[config.mk]
export PLATFORM = sky130hd
export DESIGN_NAME = mem_arbiter
export DESIGN_NICKNAME = d
export VERILOG_FILES = /design/src/rtl/mem_arbiter_pkg.sv /design/src/rtl/mem_arbiter.sv
export SDC_FILE = /design/constraint.sdc
export NUM_CORES = 1
export LEC_CHECK = 0
export CAP_MARGIN = 25
export CORE_AREA = 5 5 104 106
export DETAILED_ROUTE_END_ITERATION = 7
export DIE_AREA = 0 0 109 111
export SLEW_MARGIN = 20
export SYNTH_ARGS = -nofsm -noshare
export SYNTH_HDL_FRONTEND = slang
export SYNTH_SLANG_ARGS = --single-unit
[constraint.sdc]
create_clock -name clk -period 3.5 [get_ports clk]
set_clock_uncertainty 0.2 [all_clocks]
set_input_delay 0.525 -clock clk [delete_from_list [all_inputs] [get_ports clk]]
set_output_delay 0.525 -clock clk [all_outputs]
set_load 0.005 [all_outputs]
[src/rtl/mem_arbiter_pkg.sv]
// Shared definitions for the instruction/data RAM arbiter: bus width defaults and
// response-owner encodings.
package mem_arbiter_pkg;

    localparam int unsigned ADDR_W_DEF = 32;
    localparam int unsigned DATA_W_DEF = 32;

    typedef enum logic [1:0] {
        RSP_NONE = 2'd0,
        RSP_IF   = 2'd1,
        RSP_LS   = 2'd2
    } rsp_own_e;

endpackage

[src/rtl/mem_arbiter.sv]
// Fixed-priority (load/store first) arbiter sharing one single-port RAM between the
// fetch and load/store ports, with a fetch starvation guard and 1-cycle read tracking.
module mem_arbiter
    import mem_arbiter_pkg::*;
#(
    parameter int unsigned ADDR_W     = ADDR_W_DEF,
    parameter int unsigned DATA_W     = DATA_W_DEF,
    parameter int unsigned MAX_CONSEC = 4
) (
    input  logic                  clk,
    input  logic                  rest,

    input  logic                  if_req_i,
    input  logic [ADDR_W-1:0]     if_addr_i,
    output logic                  if_gnt_o,
    output logic                  if_rvalid_o,
    output logic [DATA_W-1:0]     if_rdata_o,

    input  logic                  ls_req_i,
    input  logic                  ls_we_i,
    input  logic [DATA_W/8-1:0]   ls_be_i,
    input  logic [ADDR_W-1:0]     ls_addr_i,
    input  logic [DATA_W-1:0]     ls_wdata_i,
    output logic                  ls_gnt_o,
    output logic                  ls_rvalid_o,
    output logic [DATA_W-1:0]     ls_rdata_o,

    output logic                  mem_en_o,
    output logic                  mem_we_o,
    output logic [DATA_W/8-1:0]   mem_be_o,
    output logic [ADDR_W-1:0]     mem_addr_o,
    output logic [DATA_W-1:0]     mem_wdata_o,
    input  logic [DATA_W-1:0]     mem_rdata_i
);

    localparam int unsigned        CNT_W   = $clog2(MAX_CONSEC + 1);
    localparam logic [CNT_W-1:0]   CNT_MAX = CNT_W'(MAX_CONSEC);

    logic [CNT_W-1:0] r_consec_cnt;
    logic [CNT_W-1:0] w_consec_cnt_d;
    rsp_own_e         r_rsp_own;
    rsp_own_e         w_rsp_own_d;
    logic             w_fetch_starved;
    logic             w_ls_win;
    logic             w_if_win;

    // Compare uses the pre-increment count, so the grant that reaches the limit still
    // goes to load/store and fetch wins the cycle after.
    assign w_fetch_starved = if_req_i && (r_consec_cnt == CNT_MAX);
    assign w_ls_win        = rest && ls_req_i && !w_fetch_starved;
    assign w_if_win        = rest && if_req_i && !w_ls_win;

    assign if_gnt_o = w_if_win;
    assign ls_gnt_o = w_ls_win;

    always_comb begin
        mem_en_o    = 1'b0;
        mem_we_o    = 1'b0;
        mem_be_o    = '0;
        mem_addr_o  = '0;
        mem_wdata_o = '0;
        if (w_ls_win) begin
            mem_en_o    = 1'b1;
            mem_we_o    = ls_we_i;
            mem_be_o    = ls_we_i ? ls_be_i : '1;
            mem_addr_o  = ls_addr_i;
            mem_wdata_o = ls_wdata_i;
        end else if (w_if_win) begin
            mem_en_o    = 1'b1;
            mem_be_o    = '1;
            mem_addr_o  = if_addr_i;
        end
    end

    always_comb begin
        w_consec_cnt_d = r_consec_cnt;
        if (!if_req_i || w_if_win) begin
            w_consec_cnt_d = '0;
        end else if (w_ls_win && (r_consec_cnt < CNT_MAX)) begin
            w_consec_cnt_d = r_consec_cnt + 1'b1;
        end
    end

    always_comb begin
        w_rsp_own_d = RSP_NONE;
        if (w_if_win) begin
            w_rsp_own_d = RSP_IF;
        end else if (w_ls_win && !ls_we_i) begin
            w_rsp_own_d = RSP_LS;
        end
    end

    always_ff @(posedge clk or negedge rest) begin
        if (!rest) begin
            r_consec_cnt <= '0;
        end else begin
            r_consec_cnt <= w_consec_cnt_d;
        end
    end

    always_ff @(posedge clk or negedge rest) begin
        if (!rest) begin
            r_rsp_own <= RSP_NONE;
        end else begin
            r_rsp_own <= w_rsp_own_d;
        end
    end

    assign if_rvalid_o = (r_rsp_own == RSP_IF);
    assign ls_rvalid_o = (r_rsp_own == RSP_LS);
    assign if_rdata_o  = if_rvalid_o ? mem_rdata_i : '0;
    assign ls_rdata_o  = ls_rvalid_o ? mem_rdata_i : '0;

endmodule
=== After elaboration in Yosys (flattened, before gate mapping) ===
Cells that the tools add are included.

* Bits of input ports: 137
* Output and inout bits: 138
* Logic and storage cells: 35
* Register bits after elaboration: 5

* Reductions and logical operators: 13
* Equal/unequal tests: 3
* Magnitude comparators: 1
* Muxes and demuxes: 15
* Add/sub/neg operators: 1

{| class="wikitable"
|+ Operators by type and width
! cell !! number
|-
| $mux W32 || 5
|-
| $mux W4 || 3
|-
| $logic_and A1 B1 Y1 || 7
|-
| $mux W3 || 2
|-
| $logic_not A1 Y1 || 4
|-
| $mux W2 || 2
|-
| $add A3 B1 Y3 const B || 1
|-
| $eq A3 B3 Y1 const B || 1
|-
| $lt A3 B3 Y1 const B || 1
|-
| $mux W1 || 3
|-
| $eq A2 B1 Y1 const B || 1
|-
| $eq A2 B2 Y1 const B || 1
|-
| $reduce_bool A2 Y1 || 1
|-
| $logic_or A1 B1 Y1 || 1
|}

=== Logic depth before layout (Yosys ltp) ===
Gate-level depths: netlist (run 1).

* Word-level depth: 8
* Gate-level depth with buffers: 6
* Gate-level depth less buffers: 5

=== Worst setup path after synthesis (run 1) ===
Ideal clock, no wire load.

* Path kind: flip-flop to output port
* Start: register r_consec_cnt[0]
* End: output port mem_addr_o[10]
* Cell stages (with the launch flop): 7
* Arrival time: 1332 ps
* Required time: 2775 ps
* Buffers on the path: 1
* Setup slack: 1443 ps
* Cells stage by stage: dfrtp_1 -> inv_1 -> ha_1 -> nand2_1 -> a21oi_2 -> buf_2 -> a22o_1

* Cells in the longest elaborated chain, start to end: 8

{| class="wikitable"
|+ Ends and longest elaborated chain
! what !! line !! RTL
|-
| start, declared || mem_arbiter.sv:39 || <nowiki>logic [CNT_W-1:0] r_consec_cnt;</nowiki>
|-
| start signal, assigned || mem_arbiter.sv:97 || <nowiki>r_consec_cnt <= w_consec_cnt_d;</nowiki>
|-
| $eq A3 B3 Y1 || mem_arbiter.sv:49 || <nowiki>assign w_fetch_starved = if_req_i && (r_consec_cnt == CNT_MAX);</nowiki>
|-
| $logic_and A1 B1 Y1 || mem_arbiter.sv:49 ||
|-
| $logic_not A1 Y1 || mem_arbiter.sv:50 || <nowiki>assign w_ls_win = rest && ls_req_i && !w_fetch_starved;</nowiki>
|-
| $logic_and A1 B1 Y1 || mem_arbiter.sv:50 ||
|-
| $logic_not A1 Y1 || mem_arbiter.sv:51 || <nowiki>assign w_if_win = rest && if_req_i && !w_ls_win;</nowiki>
|-
| $logic_and A1 B1 Y1 || mem_arbiter.sv:51 ||
|-
| named net if_gnt_o || mem_arbiter.sv:15 || <nowiki>output logic if_gnt_o,</nowiki>
|-
| $mux W32 || mem_arbiter.sv:68 || <nowiki>end else if (w_if_win) begin</nowiki>
|-
| $mux W32 || mem_arbiter.sv:62 || <nowiki>if (w_ls_win) begin</nowiki>
|-
| end, declared || mem_arbiter.sv:31 || <nowiki>output logic [ADDR_W-1:0] mem_addr_o,</nowiki>
|}

The timed path passes the listed nets, and every way through them passes these cells.

=== Final worst setup path (run 1) ===
* Start: input port ls_req_i
* End: output port mem_addr_o[7]

* Cells in the longest elaborated chain, start to end: 6

{| class="wikitable"
|+ Ends and longest elaborated chain
! what !! line !! RTL
|-
| start, declared || mem_arbiter.sv:19 || <nowiki>input logic ls_req_i,</nowiki>
|-
| $logic_and A1 B1 Y1 (*) (2 in series) || mem_arbiter.sv:50 ||
|-
| $logic_not A1 Y1 || mem_arbiter.sv:51 ||
|-
| $logic_and A1 B1 Y1 || mem_arbiter.sv:51 ||
|-
| $mux W32 || mem_arbiter.sv:68 ||
|-
| $mux W32 (*) || mem_arbiter.sv:62 ||
|}

Every way passes the cells marked *; elsewhere a longest branch is shown, timed or not.

==> flow_summary.yaml, run 1 <==
floorplan:
  start_util_pct: 13.6
  rows: 36
  die_x_um: 109
  ios: 275
  die_h_um: 111
  coreArea_mm2: 0.00968
  dieArea_mm2: 0.0121
sta:
  min_period_ns: 3.19
  setup_viol: 0
  drv_slew: 0
  fin_crit_sh_pct: 91.2
  worst_pin_slew_ns: 0.604
  hold_viol_final: 0
  timing.fmax_mhz: 313
  hold_slack_ns: 0.473
  fin_tns_setup_ns: 0
  slew_headroom_pct: 59.3
  grt_setup_unrepaired: "false"
synthesis:
  ys_seq_elements: 5
  synth_top_cell_by_area: "and2_1"
  synth-edff-count: 0
  syn-mean-instance-area_um2: 7.10
  synth-seq-area-share_pct: 9.47
  synth_top_area_share_pct: 45.9
  syn_area_mm2: 0.00132
  syn-num-nets: 325
  synthArstFlopShare_pct: 100
  netlist_top_cells_area: "and2_1 (46%), a22o_1 (21%), dfrtp_1 (9.5%), nor2b_1 (2.8%), a31oi_1 (2.4%)"
  synth_ff_type: "dfrtp_1"
  synth-warning-count: 0
  yosys.cell_types.count: 22
  synth_cells: 186
place:
  detailedPlacementHpwl_um: 8900
  gp_congestion: 0.802
  port_buffers: 274
  dp_cells: 582
cts:
  clockRootBuffer: "clkbuf_8"
  numCtsBuffers: 3
  h-tree-depth: 1
  clk_pin_slew_ns: 0.04
  clk_latency_ns: 0.21
  postCtsHoldBufs: 0
  postCtsSetupBuffers: 0
  cts_tree: "yes"
  cts_resized: 0
  numClockSinks: 5
  cts_buffer_depth: 2
drt:
  dr.pass1.iters: 6
  drc: 0
  route.detailed.wl_per_inst_um: 16.7
  vias: 2334
  ant_nets: 0
  wl_um: 9810
  viasPerCell: 3.98
  drt_iter0_drc: 78
cells_and_area:
  stdcell_count: 586
  regArea_um2: 125
  multi_input_area_mm2: 0.00109
  postLayoutCoreUtil_pct: 44.0
  antenna_cells: 0
  drive_gt1_share_pct: 2.87
  num-fill-cells: 953
  syn_to_final_growth_pct: 223
  fin_nets: 593
grt:
  antenna_found_initial: 0
  grt_pass1_vias: 2387
  grt.total_usage_pct: 15.0
  grt_pass1_wl_um: 14000
  gr-total-overflow: 0
  grt_max_degree: 72
pwr:
  powerDensity_mw_per_mm2: 129
  ir_drop_v: 0.0000966
  cellLeakagePower_nw: 1.63
setup_path:
  r2r_cells: 5
  cp_max_fo: 71
  start_kind: "input port"
  worstSetupPathType: "input port to output pin"
  arrival_ns: 2.47
  cp.required_ns: 2.77
  end_kind: "output pin"
min_path:
  worst_hold_path.num_cells: 2
  hold_path_class: "flip-flop to flip-flop"
run_status:
  outcome: "completed"
flow_run:
  max_cap_viol_count: 0
-- metal layers --
| metal | GRT usage, % | routed length (um) |
|---|---|---|
| met5 | 0 | 0 |
| met4 | 3.20 | 189 |
| met3 | 5.30 | 1220 |
| met2 | 30.7 | 5420 |
| met1 | 13.5 | 2980 |
-- worst max-delay path: stages --
cell and delay (ns):
clkdlybuf4s50_1 0.63, nand2_2 0.10, a31oi_4 0.18, buf_12 0.27, a22o_1 0.20, clkdlybuf4s50_1 0.54
-- where the power goes --
group          total (mW)  internal [mW]  leakage, nW  switching (mW)
Clock               0.104         0.0780       0.0228          0.0257
Combinational       0.387          0.276         1.54           0.111
Sequential         0.0611         0.0599       0.0682         0.00120
-- cell type report --
cell class / instances / area share, %
Inverter: 7 / 0.616
Timing Repair Buffer: 279 / 65.8
Multi-Input combinational cell: 158 / 25.7
Sequential cell: 5 / 2.94
Clock buffer: 4 / 1.06
Tap cell: 133 / 3.90
-- state kept, by name, summed over array words and instances, names as in the netlist --
signal,count
r_rsp_own,2
r_consec_cnt,3
-- metrics by stage --
step / setup slack, ns / area (um^2) / total power, mW
3_3_place_gp: 0.302 / 4220 / 0.453
4_1_cts: 0.295 / 4260 / 0.561
6_report: 0.309 / 4260 / 0.551
5_1_grt: 0.210 / 4260 / 0.586
2_1_floorplan: 1.44 / 1320 / 0.150
3_5_place_dp: 0.296 / 4220 / 0.455
-- synth_stat cells, drive strengths merged, types with 2 or more instances --
library cell	number
ha	2
nand3b	2
dfrtp	5
o21ai	2
and2	97
a21oi	3
a31oi	6
a22o	32
inv	7
nor2b	6
nand2	4
buf	7
clkbuf	9
-- cells in the final DEF (no fill, tap or decap), types with 3 or more instances in the layout --
cell type,n
dfrtp_1,5
nor2b_1,4
inv_1,7
clkdlybuf4s50_1,274
buf_4,3
nand2_1,3
and2_1,97
a31oi_1,5
clkbuf_8,3
a22o_1,32
-- logic make-up (layout without fill, tap and decap cells) --
group,after synthesis,in the layout,share of synthesized area [%]
buffers and inverters,23,290,8.05
DFF,5,5,9.47
and+or+nand+nor,111,111,52.1
adders and majority gates,2,2,1.89
AOI/OAI and AO/OA,45,45,28.5
-- final timing paths --
check | slack [ns] | from | end
hold reg to reg | 0.47 | r_consec_cnt[2] | r_consec_cnt[2]
min in group asynchronous | 0.50 | rest | r_consec_cnt[1]
hold / removal | 0.47 | r_consec_cnt[2] | r_consec_cnt[2]
setup / recovery | 0.31 | ls_req_i | mem_addr_o[7]
max in group asynchronous | 2.47 | rest | r_rsp_own[1]
setup reg to reg | 1.83 | r_consec_cnt[0] | r_rsp_own[1]
Power figures use the tool's default switching activity.
==> run 2: changes to the inputs <==
CORE_AREA = 2 2 106 108   (was 5 5 104 106)
CTS_BUF_LIST = sky130_fd_sc_hd__clkbuf_4 sky130_fd_sc_hd__clkbuf_8 sky130_fd_sc_hd__clkbuf_16   (was not set)
DIE_AREA = 0 0 108 110   (was 0 0 109 111)
GPL_TIMING_DRIVEN = 0   (was not set)
==> flow_summary.yaml, run 2 (synthesis gave the netlist of run 1 again) <==
run_status:
  outcome: "completed"
sta:
  grt_setup_unrepaired: "false"
  min_period_ns: 3.26
  fin_tns_setup_ns: 0
  timing.fmax_mhz: 306
  fin_crit_sh_pct: 93.2
  slew_headroom_pct: 51.0
  setup_viol: 0
  hold_viol_final: 0
  drv_slew: 0
  worst_pin_slew_ns: 0.727
drt:
  route.detailed.wl_per_inst_um: 15.5
  ant_nets: 0
  drt_iter0_drc: 76
  wl_um: 9380
  dr.pass1.iters: 4
  viasPerCell: 3.96
  vias: 2390
  drc: 0
floorplan:
  die_x_um: 108
  dieArea_mm2: 0.0119
  coreArea_mm2: 0.0107
  start_util_pct: 12.4
  ios: 275
  die_h_um: 110
  rows: 38
grt:
  gr-total-overflow: 0
  grt_pass1_wl_um: 12700
  antenna_found_initial: 0
  grt.total_usage_pct: 13.9
  grt_pass1_vias: 2332
  grt_max_degree: 13
setup_path:
  r2r_slack_ns: 1.76
  arrival_ns: 2.54
  r2r_cells: 5
  cp_max_fo: 11
  start_kind: "input port"
  r2r-start: "r_consec_cnt[0]"
  end_kind: "output pin"
  r2r_end: "r_rsp_own[1]"
  cp.required_ns: 2.77
  worstSetupPathType: "input port to output pin"
cells_and_area:
  syn_to_final_growth_pct: 225
  num-fill-cells: 1117
  final_cell_mix: "clkdlybuf4s50_1 (273), and2_1 (97), a22o_1 (32), inv_1 (7)"
  drive_gt1_share_pct: 3.66
  largest_reg_flops: 3
  final_common_cell: "clkdlybuf4s50_1"
  fin_nets: 604
  reg.largest.list: "r_consec_cnt (3), r_rsp_own (2)"
  largest_register: "r_consec_cnt"
  antenna_cells: 0
place:
  port_buffers: 274
  detailedPlacementHpwl_um: 8520
  gp_congestion: 0.769
cts:
  clk_latency_ns: 0.22
  numCtsBuffers: 3
  cts_tree: "yes"
  h-tree-depth: 1
  numClockSinks: 5
  postCtsSetupBuffers: 0
  clk_pin_slew_ns: 0.03
  clockRootBuffer: "clkbuf_8"
  cts_resized: 0
  postCtsHoldBufs: 0
  cts_buffer_depth: 2
pwr:
  cellLeakagePower_nw: 1.67
  ir_drop_v: 0.0000706
  powerDensity_mw_per_mm2: 132
  finalPower_uw: 565
flow_run:
  max_cap_viol_count: 0
min_path:
  hold_path_class: "input port to async pin"
## run 2: cell count changes in the layout (fill, tap and decap cells not counted), moves of 2 or more
cell / previous run / this run
clkbuf_1: 1 / 6
nor2b_2: 2 / 0
clkbuf_2: 0 / 3
buf_12: 2 / 0
nor2b_1: 4 / 6
buf_2: 0 / 4
## run 2: cell type report
type / count / area, um^2 / share of cell area (%)
clock buffers: 4 / 48.8 / 1.14
repair buffers: 274 / 2750 / 64.0
plain buffers: 16 / 80.1 / 1.87
well taps: 140 / 175 / 4.08
flip-flops and latches: 5 / 125 / 2.92
multi-input cells: 158 / 1090 / 25.4
inverters: 7 / 26.3 / 0.612
## run 2: how the worst max path moves through the flow
stage | start | to | slack (ns) | depth (start not counted)
after global placement | rest | mem_addr_o[13] | 0.08 | 6
after floorplan | r_consec_cnt[0] | mem_addr_o[10] | 1.44 | 6
after CTS | rest | mem_addr_o[13] | 0.06 | 6
final | if_req_i | mem_addr_o[12] | 0.24 | 6
after global routing | if_req_i | mem_addr_o[13] | 0.07 | 6
after detailed placement | rest | mem_wdata_o[30] | 0.04 | 6
## run 2: critical path, stage by stage
cell and delay, ns:
clkdlybuf4s50_1 0.62, nand2_1 0.10, a21oi_2 0.25, buf_2 0.31, a22o_1 0.19, clkdlybuf4s50_1 0.53
## run 2: metal layers
layer  vias to the layer above  global-route usage [%]  routed length [um]
li1                       1185                       -                   -
met1                      1033                    14.2                3150
met2                       161                    27.5                5030
met3                        11                    4.06                1060
met4                         0                    3.30                 139
met5                         -                       0                   0
## run 2: through the flow
stage	std cells	area, um^2	worst slack [ns]	utilization, %	hold WS (ns)
floorplan	186	1320	1.44	-	0.0294
global placement	600	4240	0.0787	39.6	0.441
detailed placement	600	4240	0.0447	39.6	0.470
CTS	604	4290	0.0572	40.1	0.416
global route	604	4290	0.0727	40.1	0.0457
finish	604	4290	0.236	40.1	0.0316
## run 2: power by group
part / switching [mW] / total (mW) / internal (mW)
clock network: 0.0299 / 0.116 / 0.0860
logic: 0.113 / 0.388 / 0.275
registers: 0.000987 / 0.0609 / 0.0599
total: 0.144 / 0.565 / 0.421
